## src/rtl/bus_pkg.sv

```systemverilog
// Shared types and constants for the two-master gpiomem arbiter.
package bus_pkg;

  typedef enum logic [1:0] {
    IDLE   = 2'd0,
    ACCESS = 2'd1,
    WAIT   = 2'd2,
    DONE   = 2'd3
  } state_t;

  typedef enum logic {
    CORE0 = 1'b0,
    CORE1 = 1'b1
  } master_t;

  localparam logic RW_WRITE = 1'b1;
  localparam logic RW_READ  = 1'b0;

  localparam logic [7:0] OOR_READ_DATA = 8'h00;

endpackage

```

## src/rtl/bus_arbiter_if.sv

```systemverilog
// Core request/response lines plus the gpiomem port, bundled for the arbiter.
interface bus_arbiter_if #(
  parameter int DATA_W  = 8,
  parameter int CORE_AW = 10,
  parameter int RAM_AW  = 9
);
  logic                core0_request;
  logic                core0_rw;
  logic [CORE_AW-1:0]  core0_address;
  logic [DATA_W-1:0]   core0_wdata;
  logic [DATA_W-1:0]   core0_rdata;
  logic                core0_grant;

  logic                core1_request;
  logic                core1_rw;
  logic [CORE_AW-1:0]  core1_address;
  logic [DATA_W-1:0]   core1_wdata;
  logic [DATA_W-1:0]   core1_rdata;
  logic                core1_grant;

  logic [RAM_AW-1:0]   ram_address;
  logic [DATA_W-1:0]   ram_wdata;
  logic                ram_rw;
  logic [DATA_W-1:0]   ram_rdata;
  logic                bus_error;

  // Arbiter side: serves the cores and drives gpiomem.
  modport slave (
    input  core0_request, core0_rw, core0_address, core0_wdata,
    input  core1_request, core1_rw, core1_address, core1_wdata,
    input  ram_rdata,
    output core0_rdata, core0_grant, core1_rdata, core1_grant,
    output ram_address, ram_wdata, ram_rw, bus_error
  );

  // Requester/memory side.
  modport master (
    output core0_request, core0_rw, core0_address, core0_wdata,
    output core1_request, core1_rw, core1_address, core1_wdata,
    output ram_rdata,
    input  core0_rdata, core0_grant, core1_rdata, core1_grant,
    input  ram_address, ram_wdata, ram_rw, bus_error
  );
endinterface

```

## src/rtl/bus_arbiter_rr_select.sv

```systemverilog
// Two-way round-robin pick: on a tie the core that was not served last wins.
module rr_select
  import bus_pkg::*;
(
  input  logic    req0,
  input  logic    req1,
  input  master_t last_served,
  output logic    valid,
  output master_t pick
);

  // Combinational winner selection.
  always_comb begin
    valid = req0 | req1;
    pick  = CORE0;
    if (req0 && req1) begin
      pick = (last_served == CORE0) ? CORE1 : CORE0;
    end else if (req1) begin
      pick = CORE1;
    end else begin
      pick = CORE0;
    end
  end

endmodule

```

## src/rtl/bus_arbiter.sv

```systemverilog
// Round-robin sequencer sharing one gpiomem port between core0 and core1;
// performs one transfer per grant and flags out-of-range accesses.
module bus_arbiter
  import bus_pkg::*;
#(
  parameter int DATA_W     = 8,
  parameter int CORE_AW    = 10,
  parameter int RAM_AW     = 9,
  parameter int RD_LATENCY = 1
) (
  input  logic            clk,
  input  logic            reset,
  bus_arbiter_if.slave    bus
);

  localparam int CNT_W = 2;

  state_t              state_r, state_s;
  master_t             winner_r, winner_s;
  master_t             last_served_r, last_served_s;
  master_t             pick_s;
  logic                pick_valid_s;
  logic                rw_r, rw_s;
  logic                oor_r, oor_s;
  logic [CNT_W-1:0]    cnt_r, cnt_s;
  logic [RAM_AW-1:0]   ram_address_r, ram_address_s;
  logic [DATA_W-1:0]   ram_wdata_r, ram_wdata_s;
  logic                ram_rw_r, ram_rw_s;
  logic [DATA_W-1:0]   core0_rdata_r, core0_rdata_s;
  logic [DATA_W-1:0]   core1_rdata_r, core1_rdata_s;
  logic                core0_grant_r, core0_grant_s;
  logic                core1_grant_r, core1_grant_s;
  logic                bus_error_r, bus_error_s;
  logic [CORE_AW-1:0]  sel_address_s;
  logic [DATA_W-1:0]   sel_wdata_s;
  logic                sel_rw_s;
  logic [DATA_W-1:0]   done_rdata_s;

  rr_select u_rr_select (
    .req0        (bus.core0_request),
    .req1        (bus.core1_request),
    .last_served (last_served_r),
    .valid       (pick_valid_s),
    .pick        (pick_s)
  );

  // Route the request fields of the round-robin winner.
  always_comb begin
    if (pick_s == CORE1) begin
      sel_address_s = bus.core1_address;
      sel_wdata_s   = bus.core1_wdata;
      sel_rw_s      = bus.core1_rw;
    end else begin
      sel_address_s = bus.core0_address;
      sel_wdata_s   = bus.core0_wdata;
      sel_rw_s      = bus.core0_rw;
    end
  end

  // Next-state and next-output logic; outputs are computed one cycle ahead so they can be registered.
  always_comb begin
    state_s       = state_r;
    winner_s      = winner_r;
    last_served_s = last_served_r;
    rw_s          = rw_r;
    oor_s         = oor_r;
    cnt_s         = cnt_r;
    ram_address_s = ram_address_r;
    ram_wdata_s   = ram_wdata_r;
    ram_rw_s      = 1'b0;
    core0_rdata_s = core0_rdata_r;
    core1_rdata_s = core1_rdata_r;
    core0_grant_s = 1'b0;
    core1_grant_s = 1'b0;
    bus_error_s   = 1'b0;
    done_rdata_s  = bus.ram_rdata;

    case (state_r)
      IDLE: begin
        if (pick_valid_s) begin
          winner_s      = pick_s;
          rw_s          = sel_rw_s;
          oor_s         = sel_address_s[CORE_AW-1];
          ram_address_s = sel_address_s[RAM_AW-1:0];
          ram_wdata_s   = sel_wdata_s;
          ram_rw_s      = (sel_rw_s == RW_WRITE) && !sel_address_s[CORE_AW-1];
          state_s       = ACCESS;
        end else begin
          state_s = IDLE;
        end
      end

      ACCESS: begin
        if (oor_r || (rw_r == RW_WRITE)) begin
          // Out-of-range accesses skip WAIT and report the error with the grant.
          state_s       = DONE;
          bus_error_s   = oor_r;
          core0_grant_s = (winner_r == CORE0);
          core1_grant_s = (winner_r == CORE1);
          done_rdata_s  = DATA_W'(OOR_READ_DATA);
          if (oor_r && (rw_r == RW_READ) && (winner_r == CORE0)) begin
            core0_rdata_s = done_rdata_s;
          end else if (oor_r && (rw_r == RW_READ)) begin
            core1_rdata_s = done_rdata_s;
          end else begin
            core0_rdata_s = core0_rdata_r;
          end
        end else begin
          state_s = WAIT;
          cnt_s   = CNT_W'(RD_LATENCY - 1);
        end
      end

      WAIT: begin
        if (cnt_r == '0) begin
          state_s       = DONE;
          core0_grant_s = (winner_r == CORE0);
          core1_grant_s = (winner_r == CORE1);
          if (winner_r == CORE0) begin
            core0_rdata_s = done_rdata_s;
          end else begin
            core1_rdata_s = done_rdata_s;
          end
        end else begin
          cnt_s = cnt_r - CNT_W'(1);
        end
      end

      DONE: begin
        last_served_s = winner_r;
        state_s       = IDLE;
      end

      default: begin
        state_s = IDLE;
      end
    endcase
  end

  // State register.
  always_ff @(posedge clk) begin
    if (!reset) begin
      state_r <= IDLE;
    end else begin
      state_r <= state_s;
    end
  end

  // Transfer context and registered outputs.
  always_ff @(posedge clk) begin
    if (!reset) begin
      winner_r      <= CORE0;
      last_served_r <= CORE1;
      rw_r          <= RW_READ;
      oor_r         <= 1'b0;
      cnt_r         <= '0;
      ram_address_r <= '0;
      ram_wdata_r   <= '0;
      ram_rw_r      <= 1'b0;
      core0_rdata_r <= '0;
      core1_rdata_r <= '0;
      core0_grant_r <= 1'b0;
      core1_grant_r <= 1'b0;
      bus_error_r   <= 1'b0;
    end else begin
      winner_r      <= winner_s;
      last_served_r <= last_served_s;
      rw_r          <= rw_s;
      oor_r         <= oor_s;
      cnt_r         <= cnt_s;
      ram_address_r <= ram_address_s;
      ram_wdata_r   <= ram_wdata_s;
      ram_rw_r      <= ram_rw_s;
      core0_rdata_r <= core0_rdata_s;
      core1_rdata_r <= core1_rdata_s;
      core0_grant_r <= core0_grant_s;
      core1_grant_r <= core1_grant_s;
      bus_error_r   <= bus_error_s;
    end
  end

  assign bus.ram_address = ram_address_r;
  assign bus.ram_wdata   = ram_wdata_r;
  assign bus.ram_rw      = ram_rw_r;
  assign bus.core0_rdata = core0_rdata_r;
  assign bus.core1_rdata = core1_rdata_r;
  assign bus.core0_grant = core0_grant_r;
  assign bus.core1_grant = core1_grant_r;
  assign bus.bus_error   = bus_error_r;

endmodule

```

## src/flat_wrapper.sv

```systemverilog
// flat-port wrapper written by rule: the top's interface ports become plain ports
module bus_arbiter_flat import bus_pkg::*;
#(
  parameter int DATA_W     = 8,
  parameter int CORE_AW    = 10,
  parameter int RAM_AW     = 9,
  parameter int RD_LATENCY = 1
)
  (clk, reset, bus_core0_request, bus_core0_rw, bus_core0_address, bus_core0_wdata, bus_core1_request, bus_core1_rw, bus_core1_address, bus_core1_wdata, bus_ram_rdata, bus_core0_rdata, bus_core0_grant, bus_core1_rdata, bus_core1_grant, bus_ram_address, bus_ram_wdata, bus_ram_rw, bus_bus_error);
  bus_arbiter_if #(.DATA_W(DATA_W), .CORE_AW(CORE_AW), .RAM_AW(RAM_AW)) bus_i ();
  input  logic clk;
  input  logic reset;
  input wire logic [$bits(bus_i.core0_request)-1:0] bus_core0_request;
  input wire logic [$bits(bus_i.core0_rw)-1:0] bus_core0_rw;
  input wire logic [$bits(bus_i.core0_address)-1:0] bus_core0_address;
  input wire logic [$bits(bus_i.core0_wdata)-1:0] bus_core0_wdata;
  input wire logic [$bits(bus_i.core1_request)-1:0] bus_core1_request;
  input wire logic [$bits(bus_i.core1_rw)-1:0] bus_core1_rw;
  input wire logic [$bits(bus_i.core1_address)-1:0] bus_core1_address;
  input wire logic [$bits(bus_i.core1_wdata)-1:0] bus_core1_wdata;
  input wire logic [$bits(bus_i.ram_rdata)-1:0] bus_ram_rdata;
  output wire logic [$bits(bus_i.core0_rdata)-1:0] bus_core0_rdata;
  output wire logic [$bits(bus_i.core0_grant)-1:0] bus_core0_grant;
  output wire logic [$bits(bus_i.core1_rdata)-1:0] bus_core1_rdata;
  output wire logic [$bits(bus_i.core1_grant)-1:0] bus_core1_grant;
  output wire logic [$bits(bus_i.ram_address)-1:0] bus_ram_address;
  output wire logic [$bits(bus_i.ram_wdata)-1:0] bus_ram_wdata;
  output wire logic [$bits(bus_i.ram_rw)-1:0] bus_ram_rw;
  output wire logic [$bits(bus_i.bus_error)-1:0] bus_bus_error;
  assign bus_i.core0_request = bus_core0_request;
  assign bus_i.core0_rw = bus_core0_rw;
  assign bus_i.core0_address = bus_core0_address;
  assign bus_i.core0_wdata = bus_core0_wdata;
  assign bus_i.core1_request = bus_core1_request;
  assign bus_i.core1_rw = bus_core1_rw;
  assign bus_i.core1_address = bus_core1_address;
  assign bus_i.core1_wdata = bus_core1_wdata;
  assign bus_i.ram_rdata = bus_ram_rdata;
  assign bus_core0_rdata = bus_i.core0_rdata;
  assign bus_core0_grant = bus_i.core0_grant;
  assign bus_core1_rdata = bus_i.core1_rdata;
  assign bus_core1_grant = bus_i.core1_grant;
  assign bus_ram_address = bus_i.ram_address;
  assign bus_ram_wdata = bus_i.ram_wdata;
  assign bus_ram_rw = bus_i.ram_rw;
  assign bus_bus_error = bus_i.bus_error;
  bus_arbiter #(.DATA_W(DATA_W), .CORE_AW(CORE_AW), .RAM_AW(RAM_AW), .RD_LATENCY(RD_LATENCY)) u_core (.clk(clk), .reset(reset), .bus(bus_i));
endmodule
```

## config.mk

```make
export PLATFORM = sky130hd
export DESIGN_NAME = bus_arbiter_flat
export DESIGN_NICKNAME = d
export VERILOG_FILES = /design/src/rtl/bus_pkg.sv /design/src/rtl/bus_arbiter_if.sv /design/src/rtl/bus_arbiter_rr_select.sv /design/src/rtl/bus_arbiter.sv /design/src/flat_wrapper.sv
export SDC_FILE = /design/constraint.sdc
export NUM_CORES = 1
export LEC_CHECK = 0
export CORE_MARGIN = 3
export CORE_UTILIZATION = 25
export CTS_CLUSTER_DIAMETER = 120
export DETAILED_ROUTE_END_ITERATION = 8
export DONT_BUFFER_PORTS = 1
export PLACE_DENSITY_LB_ADDON = 0.3
export SLEW_MARGIN = 5
export SYNTH_ARGS = -nofsm -noshare
export SYNTH_HDL_FRONTEND = slang
export SYNTH_SLANG_ARGS = --single-unit
```

## constraint.sdc

```tcl
create_clock -name clk -period 2.6 [get_ports clk]
set_clock_uncertainty 0.05 [all_clocks]
set_input_delay 0.52 -clock clk [delete_from_list [all_inputs] [get_ports clk]]
set_output_delay 0.52 -clock clk [all_outputs]
set_load 0.03 [all_outputs]
```

==> flow_summary.toml, run 1 <==
[cells_and_area]
diodes = 0
layout-drive-gt1-share_pct = 7.18
layoutNonFillerInstCount = 311
most-common-layout-cells = "45 x dfxtp_1, 36 x mux2i_1, 25 x a21oi_1, 25 x nand2_1, 17 x o21ai_0"
fillers = 825
final_nets = 266
area_growth_syn_to_layout_pct = 8.46
final_common_cell = "dfxtp_1"

[global_route]
use_met1_pct = 11.3
overflow = 0
antenna_found_initial = 0
grt.total_usage_pct = 9.43
grt_max_degree = 52
top_usage_layer = "met2"
grt_pass1_vias = 1419
grtUsageMet3_pct = 3.05
grt_pass1_wl_um = 6920
grtUsageMet2_pct = 16.0

[clocking]
cts_hold_buf = 0
cts_setup_buffers = 0
cts_sinks = 45
clk_latency_ns = 0.29
clockBufferDepth = 2
path_clk_slew_ns = 0.08
cts_inserted_buffers = 5
cts-root-buf = "clkbuf_8"
cts_tree = "built"
cts_max_level = 2
post_cts_resized = 0

[placed_design]
port_buffers = 0
place.gp.congestion = 0.697
hpwl_um = 3170
dp_cells = 304

[route]
vias = 1456
drc = 0
dr.pass1.iters = 4
ant_nets = 0
vias_per_cell = 4.68
drtIter0Drc = 72
wire_per_inst_um = 13.8
drt-total-wl_um = 4300

[sta]
maxSlewHeadroom_pct = 42.3
rsz0062_at_grt = "false"
slew_viol_final = 0
tns_ns = 0
hold_viol_final = 0
setup_viol = 0
fin_crit_sh_pct = 73.6
tightest_slew_ns = 0.863
fin_crit_ns = 1.91
clock.fmax_ghz = 0.523

[job]
drv_cap = 0

[floorplan]
die_h_um = 96.0
die_w_um = 96.0
core-area_mm2 = 0.00781
start_util_pct = 25.9
die_area_mm2 = 0.00922
rows = 32
ios = 87

[setup_path]
cp-start-kind = "flip-flop"
crit_arrival_ns = 2.07
max_stage_delay_ns = 0.51
path_buf_inv = 1
critPathKind = "reg -> reg"
critical_path_required_ns = 2.76
crit_family = "multiplexers"
worst-path-max-fanout = 15
crit_chain = "inv_1 > ha_1 > mux2_2 > nand3_4 > mux2i_1"
crit_slowest_cell = "ha_1"
worst_setup_path_end_kind = "flip-flop"

[hold_path]
hold_class = "in -> reg"

[pwr]
ir_drop_v = 0.000428
p_leak_nw = 0.879
power_switching_mw = 1.03
p_int_mw = 1.41
p_per_area_mw_per_mm2 = 1110
p_sw_share_pct = 42.2
power_frac_seq_pct = 50.3
clockPowerShare_pct = 20.7
combPwrFrac_pct = 29.1

[synth]
yosysWarnings = 0
syn_area_mm2 = 0.00203
syn_nets = 270
syn_avg_cell_area_um2 = 9.51
ys_seq_area_share_pct = 44.5
ys_types = 31
yosysTopAreaCell = "dfxtp_1"
ys_ff_latch = 45
synth_area_leaders = "dfxtp_1 44%, mux2i_1 18%, a21oi_1 6.2%"
syn_inst = 213
synth_top_area_share_pct = 44.5

[outcome]
status = "completed"
[registers in the layout (all words and copies together) (netlist names)]
name                    flops
u_core.bus.bus_error        1
u_core.bus.core0_grant      1
u_core.bus.core0_rdata      8
u_core.bus.core1_grant      1
u_core.bus.core1_rdata      8
u_core.bus.ram_address      9
u_core.bus.ram_rw           1
u_core.bus.ram_wdata        8
u_core.cnt_r                2
u_core.last_served_r        1
u_core.oor_r                1
u_core.rw_r                 1
u_core.state_r              2
u_core.winner_r             1
[kinds of logic after synthesis]
| group | after synthesis | share of synthesized area [%] |
|---|---|---|
| multiplexers | 37 | 18.3 |
| adder cells (fa/ha/maj) | 7 | 4.32 |
| AND/OR/NAND/NOR | 52 | 13.3 |
| AO/OA/AOI/OAI | 53 | 14.8 |
| flip-flops | 45 | 44.5 |
| buffers and inverters | 19 | 4.82 |
[final timing paths]
path	slack, ns	cells after the start	start	endpoint
worst max register to register	0.69	5	u_core.state_r[0]	u_core.bus.core1_rdata[7]
worst max-delay path	0.69	5	u_core.state_r[0]	u_core.bus.core1_rdata[7]
worst min-delay path	0.24	1	reset	u_core.last_served_r
worst min register to register	0.43	2	u_core.cnt_r[1]	u_core.cnt_r[1]
[cell type report]
| cell class | instances | area, um2 | area share [%] |
|---|---|---|---|
| well taps | 102 | 128 | 5.81 |
| flip-flops and latches | 45 | 901 | 41.0 |
| inverters | 6 | 22.5 | 1.03 |
| clock inverters | 2 | 35.0 | 1.59 |
| repair buffers | 2 | 15.0 | 0.683 |
| multi-input cells | 149 | 1030 | 46.8 |
| clock buffers | 5 | 68.8 | 3.13 |
[Yosys cell counts, drive strengths merged]
library cell,number
a211oi,1
a21boi,1
a21oi,25
a22oi,1
and2b,1
and3,1
buf,8
clkbuf,5
dfxtp,45
ha,7
inv,6
mux2,1
mux2i,36
nand2,25
nand2b,2
nand3,12
nor2,3
nor2b,2
nor3,3
nor3b,2
o21a,1
o21ai,21
o22ai,2
o32ai,1
or2b,1
[layer usage]
metal	up-vias	part of all wire (%)
li1	735	-
met1	668	44
met2	49	47
met3	4	7.7
met4	0	0.88
met5	-	0
[power groups by stage]
stage	sequential, mW	combinational (mW)	clock, mW
floorplan	1.21	0.636	0
global placement	1.25	0.710	0
detailed placement	1.25	0.717	0
CTS	1.23	0.719	0.534
global route	1.25	0.814	0.553
finish	1.23	0.712	0.506
[through the flow]
stage / utilization, % / cell area, um2 / total power [mW] / hold WS (ns) / worst slack (ns)
floorplan: - / 2030 / 1.84 / 0.396 / 1.07
global route: 28.1 / 2200 / 2.62 / 0.252 / 0.481
finish: 28.1 / 2200 / 2.45 / 0.242 / 0.688
CTS: 28.1 / 2200 / 2.49 / 0.240 / 0.670
detailed placement: 26.8 / 2090 / 1.96 / 0.417 / 0.689
global placement: 26.8 / 2090 / 1.96 / 0.411 / 0.771
No activity file was read; power rests on OpenSTA's default activity.
==> run 2, diff against run 1 <==
Clock period 2.6 ns to 1.7 ns, I/O delays scaled along.
==> flow_summary.toml, run 2 (synthesis results as in run 1) <==
[route]
vias_per_cell = 4.67
drt-total-wl_um = 4420
drtIter0Drc = 57
ant_nets = 0
wire_per_inst_um = 14.0
vias = 1476
dr.pass1.iters = 4
drc = 0

[sta]
setup_viol = 0
hold_viol_final = 0
clock.fmax_ghz = 0.634
fin_crit_ns = 1.58
slew_viol_final = 0
maxSlewHeadroom_pct = 76.2
tns_ns = 0
holdWs_ns = 0.0672
tightest_slew_ns = 0.357
layout_setup_ws_ns = 0.123
fin_crit_sh_pct = 92.8
rsz0062_at_grt = "false"

[cells_and_area]
largest_reg_flops = 9
final_common_cell = "dfxtp_1"
area_growth_syn_to_layout_pct = 12.2
layout-drive-gt1-share_pct = 9.81
diodes = 0
fin_area_mm2 = 0.00227
final_nets = 270
most-common-layout-cells = "45 x dfxtp_1, 36 x mux2i_1, 25 x a21oi_1, 25 x nand2_1, 17 x o21ai_0"

[outcome]
status = "completed"

[floorplan]
die_h_um = 96.0
core-area_mm2 = 0.00781
rows = 32
start_util_pct = 25.9
die_area_mm2 = 0.00922
die_w_um = 96.0
ios = 87

[hold_path]
min_from = "reset"
hold_class = "in -> reg"
hold_path_depth = 1
hold_end = "u_core.last_served_r"

[setup_path]
reg2regPathDepth = 5
r2r_start = "u_core.state_r[0]"
cp-start-kind = "flip-flop"
critPathKind = "reg -> reg"
critical_path_required_ns = 1.87
reg2reg_to = "u_core.bus.core1_rdata[0]"
ff2ff_setup_slack_ns = 0.12
cp-startpoint = "u_core.state_r[0]"
worst_setup_path_end_kind = "flip-flop"
crit_arrival_ns = 1.75
worst-path-max-fanout = 8

[clocking]
cts-root-buf = "clkbuf_8"
path_clk_slew_ns = 0.08
cts_tree = "built"
cts_setup_buffers = 0
clockBufferDepth = 2
cts_max_level = 2
cts_sinks = 45
cts_inserted_buffers = 5
clk_latency_ns = 0.28

[placed_design]
place_area_mm2 = 0.00215
port_buffers = 0
pre_cts_ws_ns = 0.0971
hpwl_um = 3200
place.gp.congestion = 0.870

[pwr]
p_int_mw = 2.31
clockPowerShare_pct = 21.3
ir_drop_v = 0.000578
power_frac_seq_pct = 47.7
p_leak_nw = 0.913
p_per_area_mw_per_mm2 = 1730
power_switching_mw = 1.62
combPwrFrac_pct = 31.0
p_sw_share_pct = 41.2

[global_route]
grt_pass1_vias = 1419
grt_pass1_wl_um = 7090
antenna_found_initial = 0
overflow = 0
grt_max_degree = 52
grt.total_usage_pct = 9.64

[job]
drv_cap = 0
## run 2: changes by cell type in the layout (fill, tap and decap cells not counted)
cell	delta
o21ai_2	+1
clkinv_2	-1
clkbuf_8	+1
o21ai_1	-1
buf_12	+2
buf_4	+2
clkinvlp_4	+1
## run 2: metrics by stage
stage	utilization, %	cells	power [mW]
finish	29.1	316	3.93
global route	29.1	316	4.21
detailed placement	27.5	308	3.11
floorplan	-	213	2.82
CTS	29.1	316	3.97
global placement	27.5	308	3.11
## run 2: worst max path at each step
| stage | depth (start not counted) | slack, ns | to |
|---|---|---|---|
| 3_3_place_gp | 6 | 0.14 | u_core.bus.core1_rdata[1] |
| 3_5_place_dp | 6 | 0.1 | u_core.bus.core1_rdata[0] |
| 6_report | 5 | 0.12 | u_core.bus.core1_rdata[0] |
| 4_1_cts | 6 | 0.08 | u_core.bus.core1_rdata[0] |
| 2_1_floorplan | 6 | 0.17 | u_core.bus.core0_rdata[0] |
| 5_1_grt | 5 | 0.01 | u_core.bus.core1_rdata[0] |
## run 2: cell type report
| cell class | instances | area [um2] |
|---|---|---|
| Tap cell | 102 | 128 |
| Clock buffer | 6 | 82.6 |
| Fill cell | 811 | 5540 |
| Timing Repair Buffer | 6 | 70.1 |
| Inverter | 6 | 22.5 |
| Multi-Input combinational cell | 149 | 1030 |
| Sequential cell | 45 | 901 |
| Clock inverter | 2 | 37.5 |
## run 2: critical path, stage by stage (launching register included)
cell and delay, ns:
dfxtp_1 0.32, inv_1 0.10, ha_1 0.27, mux2_2 0.39, nand3_4 0.18, mux2i_1 0.20
## run 2: timing repair
action                                  4_1_cts  5_1_grt
endpoints found under the setup margin        0        7
resized for setup                             0        1
hold buffers                                  0        0
## run 2: power by group through the flow
stage               clock, mW  sequential [mW]  combinational (mW)
global route            0.921             1.91                1.38
global placement            0             1.91                1.20
CTS                     0.878             1.88                1.22
floorplan                   0             1.85               0.973
finish                  0.838             1.87                1.22
detailed placement          0             1.90                1.21
## run 2: metal layers
layer  global-route usage (%)  vias up  part of all wire (%)
met1                     11.4      674                    41
met5                        0        -                     0
li1                         -      743                     -
met3                     3.83        4                   8.9
met4                     2.49        0                  0.79
met2                     16.2       55                    49
==> run 3, diff against run 2 <==
Settings changed: CORE_ASPECT_RATIO set to 0.8.
==> flow_summary.toml, run 3 (synthesis results as in run 1) <==
[outcome]
status = "completed"

[cells_and_area]
most-common-layout-cells = "44 x dfxtp_1, 36 x mux2i_1, 25 x a21oi_1, 25 x nand2_1, 17 x o21ai_0"
area_growth_syn_to_layout_pct = 12.2
final_nets = 272
fillers = 822
diodes = 0
final_common_cell = "dfxtp_1"
fin_util_pct = 29.8
multiInputGateArea_mm2 = 0.00103
fin_area_mm2 = 0.00227
largest_reg_flops = 9
regArea_um2 = 902
layoutNonFillerInstCount = 321
layout-drive-gt1-share_pct = 11.1

[route]
drtIter0Drc = 74
m1WireLength_um = 2120
vias = 1491
top_layer_used = "met4"
wire_per_inst_um = 14.7
dr.pass1.iters = 4
drc = 0
ant_nets = 0
vias_per_cell = 4.64
wl_met2_um = 2100
drt-total-wl_um = 4730
wl_met3_um = 449

[pwr]
ir_drop_v = 0.000518
p_per_area_mw_per_mm2 = 1740
p_total_mw = 3.95
p_leak_nw = 0.921

[global_route]
grt_max_degree = 52
grt_pass1_vias = 1426
grt.total_usage_pct = 10.3
antenna_found_initial = 0
overflow = 0
grt_pass1_wl_um = 7450

[setup_path]
crit_arrival_ns = 1.77
worst_setup_path_end_kind = "flip-flop"
critPathKind = "reg -> reg"
ff2ff_setup_slack_ns = 0.10
cp-start-kind = "flip-flop"
worst-path-max-fanout = 8
critical_path_required_ns = 1.87
reg2regPathDepth = 5

[sta]
tns_ns = 0
holdWs_ns = 0.0757
clock.fmax_ghz = 0.626
maxSlewHeadroom_pct = 75.7
slew_viol_final = 0
fin_crit_sh_pct = 94.0
rsz0062_at_grt = "false"
layout_setup_ws_ns = 0.102
fin_crit_ns = 1.60
tightest_slew_ns = 0.364
setup_viol = 0
hold_viol_final = 0

[placed_design]
port_buffers = 0
place_area_mm2 = 0.00215
pre_cts_ws_ns = 0.0680
dp_cells = 313
hpwl_um = 3450
place.gp.congestion = 0.837

[clocking]
cts_setup_buffers = 0
cts-root-buf = "clkbuf_8"
clockBufferDepth = 2
cts_hold_buf = 0
cts_sinks = 45
clk_latency_ns = 0.30
cts_max_level = 2
path_clk_slew_ns = 0.07
cts_inserted_buffers = 5
cts_tree = "built"

[hold_path]
hold_class = "in -> reg"
hold_path_depth = 1

[floorplan]
ios = 87
die_w_um = 107
core-area_mm2 = 0.00764
die_area_mm2 = 0.00923
die_h_um = 86.5
start_util_pct = 26.5
rows = 28

[job]
drv_cap = 0
-- run 3: power breakdown --
group          switching (mW)  total [mW]  internal (mW)  leakage [nW]
sequential              0.573        1.88           1.31         0.369
clock                   0.379       0.820          0.441        0.0585
combinational           0.723        1.25          0.531         0.493
total                    1.68        3.95           2.28         0.921
-- run 3: repair_timing --
action	CTS	global route
endpoints found under the setup margin	0	8
hold endpoints to repair	0	0
resized for setup	0	2
-- run 3: worst max-delay path, cell delays in order, from the launching register on --
cell and delay, ns:
dfxtp_1 0.32, inv_1 0.11, ha_1 0.27, mux2_2 0.40, nand3_4 0.18, mux2i_1 0.20
-- run 3: metal layers --
metal | track usage, % | vias up
li1 | - | 752
met1 | 12.9 | 683
met2 | 16.1 | 51
met3 | 4.24 | 5
met4 | 3.48 | 0
met5 | 0 | -
-- run 3: final timing paths --
| path | start | endpoint |
|---|---|---|
| max reg2reg | u_core.state_r[0] | u_core.bus.core1_rdata[0] |
| min | reset | u_core.last_served_r |
| min reg2reg | u_core.cnt_r[0] | u_core.cnt_r[0] |
| max | u_core.state_r[0] | u_core.bus.core1_rdata[0] |
-- run 3: area by class of cell --
cell class              instances  area share [%]
flip-flops and latches         45            39.7
inverters                       6           0.991
repair buffers                  8            3.19
well taps                     105            5.78
clock buffers                   5            3.03
multi-input cells             149            45.4
clock inverters                 3            1.93
